--- config.mk ---
export PLATFORM = sky130hd
export DESIGN_NAME = shift_in_register
export DESIGN_NICKNAME = d
export VERILOG_FILES = /design/src/rtl/shift_reg_pkg.sv /design/src/rtl/shift_in_holding.sv /design/src/rtl/shift_in_register.sv
export SDC_FILE = /design/constraint.sdc
export NUM_CORES = 1
export LEC_CHECK = 0
export BUFFER_PORTS_ARGS = -buffer_cell sky130_fd_sc_hd__buf_2
export CORE_MARGIN = 4
export CORE_UTILIZATION = 35
export DETAILED_ROUTE_END_ITERATION = 6
export PLACE_DENSITY = 0.57
export SLEW_MARGIN = 20
export SYNTH_ARGS = -nofsm -noshare
export SYNTH_HDL_FRONTEND = slang
export SYNTH_SLANG_ARGS = --single-unit
export TNS_END_PERCENT = 50
--- constraint.sdc ---
create_clock -name clk -period 2.1 [get_ports clk]
set_input_delay 0.42 -clock clk [delete_from_list [all_inputs] [get_ports clk]]
set_output_delay 0.42 -clock clk [all_outputs]
set_load 0.01 [all_outputs]
--- src/rtl/shift_reg_pkg.sv ---
// Shared helpers for the serial link shift registers: frame sizing, counter sizing, even parity.
// Used by both the receive (SIPO) and transmit (PISO) sides.
package shift_reg_pkg;

  localparam int PARITY_MAX_W = 64;

  function automatic int frame_bits(input int width, input bit parity_en);
    return parity_en ? width + 1 : width;
  endfunction

  function automatic int cnt_width(input int fbits);
    return (fbits <= 2) ? 1 : $clog2(fbits);
  endfunction

  function automatic logic even_parity(input logic [PARITY_MAX_W-1:0] d);
    return ^d;
  endfunction

endpackage

--- src/rtl/shift_in_holding.sv ---
// Output holding register: loads a completed word one cycle after word_done, valid/ready handshake.
// Backpressure: a word completing while valid && !ready is dropped and sets sticky overrun.
module shift_in_holding #(
  parameter int Width = 8
) (
  input  logic             clk,
  input  logic             rst_n,
  input  logic             word_done,
  input  logic [Width-1:0] word,
  input  logic             perr,
  input  logic             ready,
  input  logic             overrun_clr,
  output logic [Width-1:0] data_out,
  output logic             valid,
  output logic             overrun,
  output logic             parity_err
);

  logic [Width-1:0] r_data;
  logic             r_valid;
  logic             r_overrun;
  logic             r_perr;
  logic             w_accept;
  logic             w_drop;

  // A slot is free when empty or being drained this very cycle, which gives back-to-back with no bubble.
  assign w_accept = word_done && (!r_valid || ready);
  assign w_drop   = word_done && r_valid && !ready;

  always_ff @(posedge clk or negedge rst_n) begin
    if (!rst_n) begin
      r_data  <= '0;
      r_valid <= 1'b0;
      r_perr  <= 1'b0;
    end else if (w_accept) begin
      r_data  <= word;
      r_valid <= 1'b1;
      r_perr  <= perr;
    end else if (r_valid && ready) begin
      r_valid <= 1'b0;
    end
  end

  always_ff @(posedge clk or negedge rst_n) begin
    if (!rst_n) begin
      r_overrun <= 1'b0;
    end else if (w_drop) begin
      r_overrun <= 1'b1;
    end else if (overrun_clr) begin
      r_overrun <= 1'b0;
    end
  end

  assign data_out   = r_data;
  assign valid      = r_valid;
  assign overrun    = r_overrun;
  assign parity_err = r_perr;

endmodule

--- src/rtl/shift_in_register.sv ---
// Serial-in/parallel-out receiver, LSB first; valid rises one cycle after the last frame bit.
// Optional even-parity bit per frame under SHIFT_IN_PARITY_EN; unconsumed words cause overrun.
module shift_in_register
  import shift_reg_pkg::*;
#(
  parameter int Width = 8
) (
  input  logic             clk,
  input  logic             rst_n,
  input  logic             serial_in,
  input  logic             enable,
  input  logic             frame_start,
  output logic [Width-1:0] data_out,
  output logic             valid,
  input  logic             ready,
  output logic             overrun,
  input  logic             overrun_clr,
  output logic             parity_err
);

`ifdef SHIFT_IN_PARITY_EN
  localparam bit PAR_EN = 1'b1;
`else
  localparam bit PAR_EN = 1'b0;
`endif

  localparam int FRAME_BITS = frame_bits(Width, PAR_EN);
  localparam int CNT_W      = cnt_width(FRAME_BITS);
  localparam logic [CNT_W-1:0] LAST_CNT = CNT_W'(FRAME_BITS - 1);

  logic [Width-1:0] r_sreg;
  logic [CNT_W-1:0] r_cnt;
  logic             w_last;
  logic             w_word_done;
  logic [Width-1:0] w_word;
  logic             w_perr;

  assign w_last      = enable && (r_cnt == LAST_CNT);
  assign w_word_done = w_last && !frame_start;

`ifdef SHIFT_IN_PARITY_EN
  // The final enable carries the parity bit; the data bits are already in sreg.
  assign w_word = r_sreg;
  assign w_perr = even_parity(PARITY_MAX_W'(r_sreg)) ^ serial_in;
`else
  assign w_word = {serial_in, r_sreg[Width-1:1]};
  assign w_perr = 1'b0;
`endif

  always_ff @(posedge clk or negedge rst_n) begin
    if (!rst_n) begin
      r_sreg <= '0;
    end else if (enable) begin
      r_sreg <= {serial_in, r_sreg[Width-1:1]};
    end
  end

  always_ff @(posedge clk or negedge rst_n) begin
    if (!rst_n) begin
      r_cnt <= '0;
    end else if (frame_start) begin
      r_cnt <= enable ? CNT_W'(1) : '0;
    end else if (enable) begin
      r_cnt <= w_last ? '0 : r_cnt + CNT_W'(1);
    end
  end

  shift_in_holding #(
    .Width(Width)
  ) u_holding (
    .clk        (clk),
    .rst_n      (rst_n),
    .word_done  (w_word_done),
    .word       (w_word),
    .perr       (w_perr),
    .ready      (ready),
    .overrun_clr(overrun_clr),
    .data_out   (data_out),
    .valid      (valid),
    .overrun    (overrun),
    .parity_err (parity_err)
  );

endmodule

# After elaboration in Yosys (flattened, before gate mapping)
# Index checks and enable logic that the tools add are counted.
[classes]
addsub = 1
multipliers = 0
n_div = 0
order_cmp = 0
n_eq_ne = 1
n_shift = 0
mux = 8
bitwise = 0
reduce_logical = 13
[ops]
columns = ["operator", "count"]
rows = [
  ["$mux W3", 3],
  ["$logic_and A1 B1 Y1", 6],
  ["$reduce_bool A2 Y1", 3],
  ["$mux W1", 5],
  ["$add A3 B1 Y3 const B", 1],
  ["$eq A3 B3 Y1 const B", 1],
  ["$logic_not A1 Y1", 3],
  ["$logic_or A1 B1 Y1", 1],
]
[word_totals]
reg_bits = 21
latch_bits = 0
mem_bits_rw = 0
rom_bits = 0
in_bits = 7
output_inout_bits = 11
n_memories = 0

# Logic depth before layout (Yosys ltp)
[depth]
ltp_word = 6
mapped_depth = 6
mapped_depth_nobuf = 5

# Modules after synthesis
# From an unflattened synthesis, not the netlist that was laid out.
[unflattened]
hier_cells = 57
hier_area_um2 = 867.1
[by_module_without_submodules]
columns = ["module", "instances", "cells_per_inst", "area_each_um2", "seq_area_each_um2"]
rows = [
  ["shift_in_register", 1, 31, 447.9, 250.2],
  ["shift_in_holding", 1, 26, 419.2, 275.3],
]

# Worst setup path before layout
# No wires, ideal clock.
[synth_path]
kind = "reg-to-reg"
from = "reg r_cnt[0]"
to = "reg u_holding.r_data[0] (netlist: u_holding.data_out[0])"
arrival_ns = 1.343
path_slack_ns = 0.632
path_stages_with_launch = 7
path_buffers = 1
period_less_slack_ns = 1.468
path_cell_list = "dfrtp_1 -> ha_1 -> ha_1 -> nand3b_4 -> nor2b_4 -> buf_8 -> mux2_4"
[synth_between]
elab_chain_cells = 4
[synth_lines]
columns = ["element", "line_no", "source"]
rows = [
  ["start, declared", "shift_in_register.sv:32", "logic [CNT_W-1:0] r_cnt;"],
  ["start signal, assigned", "shift_in_register.sv:62", "r_cnt <= enable ? CNT_W'(1) : '0;"],
  ["start signal, assigned", "shift_in_register.sv:64", "r_cnt <= w_last ? '0 : r_cnt + CNT_W'(1);"],
  ["$eq A3 B3 Y1", "shift_in_register.sv:38", "assign w_last = enable && (r_cnt == LAST_CNT);"],
  ["$logic_and A1 B1 Y1", "shift_in_register.sv:38", ""],
  ["$logic_and A1 B1 Y1", "shift_in_register.sv:39", "assign w_word_done = w_last && !frame_start;"],
  ["$logic_and A1 B1 Y1", "shift_in_holding.sv:27", "assign w_accept = word_done && (!r_valid || ready);"],
  ["end signal, assigned", "shift_in_holding.sv:36", "r_data <= word;"],
  ["end, declared", "shift_in_holding.sv:19", "logic [Width-1:0] r_data;"],
]
# No other way between the ends.
# A chain may end at the register's enable or synchronous reset.

# Worst setup path in the final report
[layout_path]
from = "reg r_cnt[0]"
to = "reg u_holding.r_data[4] (netlist: u_holding.data_out[4])"
# Same word-level chain as after synthesis.

==> metrics.yaml <==
run_status:
  status: "completed"
critical_path:
  start_kind: "register"
  crit_buf_inv: 0
  crit_top_cell: "ha_1"
  crit_type: "reg -> reg"
  cp_cell_sequence: "ha_1, ha_1, nand3b_4, nor2b_4, mux2_4"
  rr_worst_depth: 5
  cp.depth: 5
  critPathMaxFanout: 8
  crit_path_end_kind: "register"
  cp_slowest_cell: "dfrtp_1"
  ff2ff_setup_slack_ns: 0.47
  cp.arrival_ns: 1.81
  crit_required_ns: 2.28
  cpPeakStageDelay_ns: 0.38
  cp_top_family: "simple AND/OR/NAND/NOR gates"
timing:
  setup-tns-final_ns: 0
  worst_slack_ns: 0.474
  hold_viol: 0
  max_freq_mhz: 615
  finalMaxSlewViolations: 0
  rsz0062_at_grt: "no"
  post-route-min-period_ns: 1.63
  setup_viol: 0
  post-route-period-util: 0.774
  skew_ns: 0.00354
power_and_ir_drop:
  finalPower_mw: 0.706
  leakagePower_nw: 0.520
  seqPwrFrac: 0.643
  p_sw_frac: 0.231
  pwr-share-comb: 0.114
  vdd_drop_max_v: 0.000395
  p_per_area_nw_per_um2: 721
  p_switching_mw: 0.163
  p_clk_frac: 0.243
  p_int_mw: 0.543
floorplanning:
  die_h_microns: 57.6
  dieArea_sq_um: 3320
  dieWidth_microns: 57.6
  rows: 17
  core_area_sq_um: 2280
  initial_core_util: 0.379
  num_io_pins: 18
cts:
  cts_buffer_depth: 2
  cts_tree: "done"
  cts-buffers-inserted: 3
  clk_latency_ns: 0.29
  cts_setup_buffers: 0
  root_buffer: "clkbuf_4"
  cts.sinks: 20
  cts.repair.resized: 0
  clkTransAtPathRegs_ns: 0.10
  hold_buffers: 0
  cts-htree-levels: 1
synthesis:
  ys_seq_area_frac: 0.581
  synth.distinct_cells: 19
  syn_area_per_cell_sq_um: 15.4
  netlist_area_sq_um: 862
  synthMuxAreaShare: 0.242
  syn_nets: 65
  ys_warn_count: 0
  synth_compound_area_frac: 0.0247
  ys_seq_elements: 20
  synth_xor_area_frac: 0
  yosys.area_share.simple: 0.0827
  synth_cells: 56
  synth_fa_ha_area_frac: 0.0290
  synth_top_family_by_area: "multiplexers"
final_layout:
  fin_util: 0.430
  multi_input_area_sq_um: 330
  final_common_cell: "dfrtp_1"
  design_area_sq_um: 980
  syn_to_final_growth_pct: 13.6
  drive_gt1_frac: 0.507
  seqCellArea_sq_um: 500
  antennaDiodeCount: 0
  final_cell_mix: "dfrtp_1 (20), buf_2 (16), mux2_4 (8)"
  nFillCells: 216
  final_nets: 84
global_route:
  grt_pass1_wl_microns: 2260
  antenna_found_initial: 0
  grt.overflow.total: 0
  grt_max_degree: 21
  grt_pass1_vias: 514
  grt_usage: 0.0900
job:
  drv_cap: 0
detailed_routing:
  dr_total_vias: 461
  drc: 0
  dr.pass1.iters: 2
  post_drt_wl_per_cell_microns: 12.7
  first_iter_violations: 7
  routed_wl_microns: 1280
  ant_nets: 0
  vias_per_cell: 4.56
place:
  io_buffers: 16
  placed_cell_area_sq_um: 957
  pre_cts_slack_ns: 0.468
  place_congestion: 0.637
min_path:
  worstHoldPathType: "in -> async"
-- cells by family after synthesis --
logic type | Yosys count
AOI/OAI and AO/OA | 4
DFF | 20
adders and majority gates | 2
buffers and inverters | 4
and+or+nand+nor | 9
muxes | 16
other | 1
-- power groups by stage --
stage | registers, mW | logic [mW] | clock network (mW)
2_1_floorplan | 0.457 | 0.0556 | 0
3_3_place_gp | 0.463 | 0.0821 | 0
3_5_place_dp | 0.463 | 0.0834 | 0
4_1_cts | 0.455 | 0.0835 | 0.188
5_1_grt | 0.462 | 0.0934 | 0.198
6_report | 0.454 | 0.0808 | 0.172
-- per-stage QoR --
stage / hold slack (ns) / instances
after floorplan: 0.124 / 56
after global placement: 0.387 / 98
after detailed placement: 0.393 / 98
after CTS: 0.0549 / 101
after global routing: 0.0688 / 101
final: 0.0518 / 101
-- Yosys cell counts --
library cell,count,area [sq um]
nand2_1,1,3.75
mux2_2,7,78.8
inv_1,1,3.75
nor2b_4,1,13.8
conb_1,1,3.75
buf_2,1,5.00
mux2i_1,1,10.0
nor2_1,2,7.51
a21oi_1,1,5.00
o21ai_0,2,10.0
buf_4,1,7.51
buf_8,1,15.0
mux2_4,8,120
nand2b_1,3,18.8
o22ai_1,1,6.26
ha_1,2,25.0
dfrtp_1,20,500
nand3b_4,1,20.0
nand3b_1,1,7.51
-- area by class of cell --
| type | count | area share |
|---|---|---|
| clock buffers | 3 | 0.0230 |
| inverters | 1 | 0.00383 |
| multi-input cells | 32 | 0.337 |
| flip-flops and latches | 20 | 0.511 |
| well taps | 28 | 0.0358 |
| repair buffers | 17 | 0.0894 |
-- worst paths after layout --
check / from / endpoint
max in group asynchronous: rst_n / u_holding.data_out[4]$_DFFE_PN0P_
max: r_cnt[0]$_DFFE_PN0P_ / u_holding.data_out[4]$_DFFE_PN0P_
min in group clk: overrun_clr / u_holding.overrun$_DFFE_PN0P_
min: rst_n / u_holding.overrun$_DFFE_PN0P_
max reg2reg: r_cnt[0]$_DFFE_PN0P_ / u_holding.data_out[4]$_DFFE_PN0P_
min reg2reg: r_sreg[1]$_DFFE_PN0P_ / u_holding.data_out[0]$_DFFE_PN0P_
-- state kept, by name, indices dropped and copies added (netlist names) --
register / flops
u_holding.data_out: 8
r_cnt: 3
u_holding.valid: 1
u_holding.overrun: 1
r_sreg: 7
-- metal layers --
layer | global-route usage | routed length (microns)
met1 | 0.0983 | 542
met2 | 0.153 | 627
met3 | 0.0423 | 95
met4 | 0.0298 | 16
met5 | 0 | 0
(Power assumes the default switching activity.)
